--- src/rtl/mem_bist_ctrl.sv ---
// Memory BIST controller: writes a selectable pattern to every RAM location,
// reads everything back and reports pass/fail, error count and first failure.
module mem_bist_ctrl #(
    parameter int unsigned DATA_W   = 8,
    parameter int unsigned ADDR_W   = 5,
    parameter int unsigned DEPTH    = 2**ADDR_W,
    parameter int unsigned READ_LAT = 1,
    parameter int unsigned ERR_W    = 8
) (
    input  logic              clk,
    input  logic              rst_n,
    input  logic              start,
    input  logic [1:0]        mode,
    output logic              busy,
    output logic              done,
    output logic              pass,
    output logic [ERR_W-1:0]  err_count,
    output logic [ADDR_W-1:0] fail_addr,
    output logic [DATA_W-1:0] fail_exp,
    output logic [DATA_W-1:0] fail_got,
    output logic [ADDR_W-1:0] addr,
    output logic [DATA_W-1:0] data_in,
    output logic              read,
    output logic              write,
    input  logic [DATA_W-1:0] data_out
);

    localparam int unsigned DR_W = (READ_LAT > 1) ? $clog2(READ_LAT) : 1;
    localparam logic [ADDR_W-1:0] LAST_ADDR  = ADDR_W'(DEPTH - 1);
    localparam logic [DR_W-1:0]   LAST_DRAIN = DR_W'(READ_LAT - 1);

    typedef enum logic [2:0] {S_IDLE, S_WRITE, S_READ, S_DRAIN, S_FINISH} state_e;

    state_e              state_q, state_d;
    logic [ADDR_W-1:0]   addr_q, addr_d;
    logic [DATA_W-1:0]   data_in_q, data_in_d;
    logic                read_q, read_d, write_q, write_d;
    logic                busy_q, busy_d, done_q, done_d, pass_q, pass_d;
    logic [ERR_W-1:0]    err_q, err_d;
    logic [ADDR_W-1:0]   fail_addr_q, fail_addr_d;
    logic [DATA_W-1:0]   fail_exp_q, fail_exp_d, fail_got_q, fail_got_d;
    logic [1:0]          mode_q, mode_d;
    logic [DR_W-1:0]     drain_q, drain_d;
    logic                pv_q [READ_LAT];
    logic                pv_d [READ_LAT];
    logic [ADDR_W-1:0]   pa_q [READ_LAT];
    logic [ADDR_W-1:0]   pa_d [READ_LAT];
    logic [DATA_W-1:0]   pe_q [READ_LAT];
    logic [DATA_W-1:0]   pe_d [READ_LAT];
    logic                cmp_fail;

    function automatic logic [DATA_W-1:0] pattern(input logic [1:0] m, input logic [ADDR_W-1:0] a);
        logic [DATA_W-1:0] p;
        p = '0;
        case (m)
            2'd0: p = DATA_W'(a);
            2'd1: for (int unsigned i = 0; i < DATA_W; i++) p[i] = (i % 2 == 0) ? ~a[0] : a[0];
            2'd2: p = ~DATA_W'(a);
            default: p = DATA_W'(1) << (32'(a) % DATA_W);
        endcase
        return p;
    endfunction

    // Oldest outstanding read is checked against the RAM output this cycle
    assign cmp_fail = pv_q[READ_LAT-1] && (data_out != pe_q[READ_LAT-1]);

    always_comb begin
        state_d     = state_q;
        addr_d      = '0;
        data_in_d   = '0;
        read_d      = 1'b0;
        write_d     = 1'b0;
        busy_d      = 1'b0;
        done_d      = 1'b0;
        pass_d      = pass_q;
        err_d       = err_q;
        fail_addr_d = fail_addr_q;
        fail_exp_d  = fail_exp_q;
        fail_got_d  = fail_got_q;
        mode_d      = mode_q;
        drain_d     = drain_q;

        pv_d[0] = read_q;
        pa_d[0] = addr_q;
        pe_d[0] = pattern(mode_q, addr_q);
        for (int unsigned i = 1; i < READ_LAT; i++) begin
            pv_d[i] = pv_q[i-1];
            pa_d[i] = pa_q[i-1];
            pe_d[i] = pe_q[i-1];
        end

        if (cmp_fail) begin
            if (err_q == '0) begin
                fail_addr_d = pa_q[READ_LAT-1];
                fail_exp_d  = pe_q[READ_LAT-1];
                fail_got_d  = data_out;
            end
            if (err_q != '1) err_d = err_q + ERR_W'(1);
        end

        case (state_q)
            S_IDLE: begin
                if (start) begin
                    state_d     = S_WRITE;
                    mode_d      = mode;
                    err_d       = '0;
                    pass_d      = 1'b0;
                    fail_addr_d = '0;
                    fail_exp_d  = '0;
                    fail_got_d  = '0;
                end
            end
            S_WRITE: begin
                if (addr_q == LAST_ADDR) state_d = S_READ;
                else                     addr_d  = addr_q + ADDR_W'(1);
            end
            S_READ: begin
                if (addr_q == LAST_ADDR) begin
                    state_d = S_DRAIN;
                    drain_d = '0;
                end else begin
                    addr_d = addr_q + ADDR_W'(1);
                end
            end
            S_DRAIN: begin
                if (drain_q == LAST_DRAIN) state_d = S_FINISH;
                else                       drain_d = drain_q + DR_W'(1);
            end
            default: state_d = S_IDLE;
        endcase

        // Registered outputs follow the state being entered
        case (state_d)
            S_WRITE: begin
                write_d   = 1'b1;
                busy_d    = 1'b1;
                data_in_d = pattern(mode_d, addr_d);
            end
            S_READ: begin
                read_d = 1'b1;
                busy_d = 1'b1;
            end
            S_DRAIN: busy_d = 1'b1;
            S_FINISH: begin
                done_d = 1'b1;
                pass_d = (err_d == '0);
            end
            default: ;
        endcase
    end

    always_ff @(posedge clk or negedge rst_n) begin
        if (!rst_n) begin
            state_q     <= S_IDLE;
            addr_q      <= '0;
            data_in_q   <= '0;
            read_q      <= 1'b0;
            write_q     <= 1'b0;
            busy_q      <= 1'b0;
            done_q      <= 1'b0;
            pass_q      <= 1'b0;
            err_q       <= '0;
            fail_addr_q <= '0;
            fail_exp_q  <= '0;
            fail_got_q  <= '0;
            mode_q      <= '0;
            drain_q     <= '0;
            for (int unsigned i = 0; i < READ_LAT; i++) begin
                pv_q[i] <= 1'b0;
                pa_q[i] <= '0;
                pe_q[i] <= '0;
            end
        end else begin
            state_q     <= state_d;
            addr_q      <= addr_d;
            data_in_q   <= data_in_d;
            read_q      <= read_d;
            write_q     <= write_d;
            busy_q      <= busy_d;
            done_q      <= done_d;
            pass_q      <= pass_d;
            err_q       <= err_d;
            fail_addr_q <= fail_addr_d;
            fail_exp_q  <= fail_exp_d;
            fail_got_q  <= fail_got_d;
            mode_q      <= mode_d;
            drain_q     <= drain_d;
            for (int unsigned i = 0; i < READ_LAT; i++) begin
                pv_q[i] <= pv_d[i];
                pa_q[i] <= pa_d[i];
                pe_q[i] <= pe_d[i];
            end
        end
    end

    assign busy      = busy_q;
    assign done      = done_q;
    assign pass      = pass_q;
    assign err_count = err_q;
    assign fail_addr = fail_addr_q;
    assign fail_exp  = fail_exp_q;
    assign fail_got  = fail_got_q;
    assign addr      = addr_q;
    assign data_in   = data_in_q;
    assign read      = read_q;
    assign write     = write_q;

endmodule

--- config.mk ---
export PLATFORM = sky130hd
export DESIGN_NAME = mem_bist_ctrl
export DESIGN_NICKNAME = d
export VERILOG_FILES = /design/src/rtl/mem_bist_ctrl.sv
export SDC_FILE = /design/constraint.sdc
export NUM_CORES = 1
export LEC_CHECK = 0
export ABC_AREA = 1
export CORE_MARGIN = 3
export CORE_UTILIZATION = 48
export DETAILED_ROUTE_END_ITERATION = 8
export GPL_TIMING_DRIVEN = 0
export PLACE_DENSITY = 0.87
export SYNTH_ARGS = -nofsm -noshare
export SYNTH_HDL_FRONTEND = slang
export SYNTH_SLANG_ARGS = --single-unit
--- constraint.sdc ---
create_clock -name clk -period 1.99 [get_ports clk]
set_clock_uncertainty 0.05 [all_clocks]
set_input_delay 0.2985 -clock clk [delete_from_list [all_inputs] [get_ports clk]]
set_output_delay 0.2985 -clock clk [all_outputs]
set_load 0.02 [all_outputs]
==> impl_summary.log <==
INFO  metric hp-class = in2async
INFO  metric timing.critical_path.required = approximately 1600 ps
INFO  metric place_ws = -121 ps
INFO  metric maximum_net_fanout_on_the_critical_path = 8
INFO  metric total_power_divided_by_cell_area = between 800 and 900 mW/mm^2
INFO  metric setup_tns = 0 ps
INFO  metric synth_edf_count = 0
INFO  metric h-tree-depth = 3
INFO  metric setup.worst_path.start = addr[0]$_DFF_PN0_
INFO  metric rsz0062_at_grt = false
INFO  metric cts.hold.buffers_added = 0
INFO  metric violations = hold timing
INFO  metric syn_nets = around 420
INFO  metric synth_async_sr_flop_share = 1.00
INFO  metric layout_min_cycle_time = approximately 1900 ps
INFO  metric synth_cell_type_count = 40
INFO  metric floorplan.initialDensity = 0.502
INFO  metric die_width = approximately 91 um
INFO  metric drv.max_cap_violation_count = 0
INFO  metric power.leakage = 2.20 nW
INFO  metric synth-warning-count = 0
INFO  metric cts_buffers = 9
INFO  metric crit_path_end = addr[0]
INFO  metric route.final.wire_length = about 7600 um
INFO  metric grt.overflow.total = 0
INFO  metric synth-seq-area-share = 0.477
INFO  metric initialDrtViolationCount = ~120
INFO  metric worst_slack = between 90 and 100 ps
INFO  metric rr_startpoint = addr[1]$_DFF_PN0_
INFO  metric postSynthRegisterBits = 66
INFO  metric initial_antenna_violation_count = 0
INFO  metric timing.hold.ws = -8.01 ps
INFO  metric num_rows = 30
INFO  metric worst_setup_path_end_kind = primary output
INFO  metric worst-setup-path-type = reg2out
INFO  metric first_global_vias = between 2k and 3k
INFO  metric most_common_cell_after_layout_fill_and_taps_aside = inv_1
INFO  metric setup_viol_count_final = 0
INFO  metric area_growth_syn_to_layout = 27.6%
INFO  metric crit-reg2reg-capture = data_in[4]$_DFF_PN0_
INFO  metric status = complete, but fails checks
INFO  metric clock_latency_on_the_worst_skew_pair = 350 ps
INFO  metric worstPathArrival = approximately 1500 ps
INFO  metric clkTransAtPathRegs = roughly 70 ps
INFO  metric share_of_the_clock_period_used_by_the_worst_path_after_layout = 0.950
INFO  metric count_of_input_and_output_buffers = a little under 60
INFO  metric postSynth.topFlopCell = dfrtp_1
INFO  metric worstPathCellList = buf_4 > clkdlybuf4s50_1
INFO  metric worst_path_max_delay_cell = clkdlybuf4s50_1
INFO  metric postSynthCellCount = 399
INFO  metric setup.reg_to_reg.worst_slack = roughly 130 ps
INFO  metric post_drt_wl_per_cell = between 10 and 15 um
INFO  metric reg2regPathDepth = 12
INFO  metric post_synthesis_area_per_instance = about 8.7 um^2
INFO  metric tightest_pin_transition = around 800 ps
INFO  metric place.detailed.hpwl = approximately 5500 um
INFO  metric slew_headroom = 0.469
INFO  metric worstSetupPathDepth = 2
INFO  metric startpoint_type = register
INFO  metric leading_cell_types_in_the_layout_fill_and_taps_excluded = 66 x inv_1, 65 x nand2_1, 64 x dfrtp_1
INFO  metric nets = between 400 and 500
INFO  metric fmaxAchievable = approximately 530 MHz
INFO  metric critPathBufInv = 2
INFO  metric cts_tree = yes
INFO  metric cpPeakStageDelay = roughly 630 ps
INFO  metric area_of_the_die = ~0.0083 mm^2
INFO  metric finalHoldViolCount = 11
INFO  metric ir_worst_vdd = ~0.35 mV
INFO  metric layout-drive-gt1-share = 0.189
INFO  metric grt_total_usage = 0.197
INFO  metric clockRootBuffer = clkbuf_8
INFO  metric report.final.slew_viol_count = 0
INFO  metric num_io_pins = 60
INFO  metric cts.sink_count = 66
INFO  metric coreArea = between 0.006 and 0.007 mm^2
INFO  metric n_fill_cell = 595
INFO  metric num_vias = around 2.8k
INFO  metric clock_tree.buffer_depth = 2
INFO  metric viasPerCell = 4.87
INFO  metric drcViolationCount = 0
INFO  metric final_antenna_net_count = 0
INFO  metric grt_start_max_net_pins = 67
INFO  metric antenna_cells = 0
INFO  metric cpLargestDelayFamily = buffers and inverters
INFO  metric iteration_count_of_the_initial_detailed_routing_pass = 4
INFO  metric gpl.final_weighted_congestion = 0.913
INFO  metric floorplan.die.height = about 91 um
INFO  metric syn-cell-area = between 0.003 and 0.004 mm^2
INFO  metric grt_pass1_wl = 13100 um
[cell usage after synthesis (5+ instances only)]
cell	instances	area (um^2)
inv_1	67	251
dfrtp_1	66	1650
nand2_1	65	244
nand3_1	28	140
a21oi_1	27	135
o21ai_1	23	115
nor2_1	22	82.6
inv_2	12	45.0
nand2_2	12	75.1
ha_1	9	113
nor3_2	6	60.1
nor2_2	5	31.3
o21ai_0	5	25.0
[flip-flops by register name, indices dropped and copies added, names as in the netlist]
name and flops:
addr 5, busy 1, data_in 8, done 1, err_count 8, fail_addr 5
fail_exp 8, fail_got 8, mode_q 2, pa_q 5, pass 1, pe_q 8
pv_q 1, read 1, state_q 3, write 1
[through the flow]
stage	instances	area [um^2]	power (W)	util
final	573	4420	0.00355	0.640
after global routing	573	4420	0.00375	0.640
after floorplan	399	3470	0.00208	-
after global placement	554	4180	0.00234	0.605
after CTS	571	4400	0.00358	0.637
after detailed placement	554	4180	0.00237	0.605
[where the power goes]
part	switching, W	internal (W)
registers	0.000104	0.00141
clock network	0.000513	0.000701
logic	0.000491	0.000338
total	0.00111	0.00245
[how the worst min path moves through the flow]
stage,start,end,slack [ps],cells after the start
after floorplan,rst_n,addr[0]$_DFF_PN0_,-50,0
after global placement,read$_DFF_PN0_,pv_q$_DFF_PN0_,310,0
after detailed placement,read$_DFF_PN0_,pv_q$_DFF_PN0_,310,0
after CTS,rst_n,mode_q[1]$_DFF_PN0_,20,1
after global routing,rst_n,pa_q[1]$_DFF_PN0_,70,1
final,rst_n,pa_q[1]$_DFF_PN0_,-8,1
[worst reg2reg max path, cell delays in order, from the launching register on]
cell     delay (ps)
dfrtp_2         400
ha_2            210
nand2_1          60
nor2_1          140
ha_2            200
inv_2            70
nand2_8         120
inv_2            50
nand2_2          80
inv_2            60
nor2_1          120
o21ai_2          80
nor3_2          160
[cell type report]
type / count / area [um^2] / area share
Inverter: 82 / 313 / 0.0707
Multi-Input combinational cell: 243 / 1460 / 0.329
Buffer: 8 / 51.3 / 0.0116
Tap cell: 96 / 120 / 0.0272
Sequential cell: 66 / 1650 / 0.374
Clock buffer: 9 / 124 / 0.0280
Clock inverter: 7 / 93.8 / 0.0212
Timing Repair Buffer: 62 / 611 / 0.138
[layer usage]
metal	GRT usage	wire, um
met4	0.0628	155
met5	0	0
met3	0.0481	331
met1	0.241	3320
met2	0.341	3820
[cells by family after synthesis]
| family | count (synthesis) | synth area share |
|---|---|---|
| buf+inv | 90 | 0.105 |
| simple gates | 161 | 0.257 |
| fa+ha+maj | 9 | 0.0325 |
| flops | 66 | 0.477 |
| xor+xnor | 4 | 0.0101 |
| compound gates | 69 | 0.119 |
[timing repair]
item,in CTS,in global routing
setup buffers,1,2
setup endpoints to repair,8,8
gates cloned,0,0
gates resized for setup,2,2
Power figures use the tool's default switching activity.
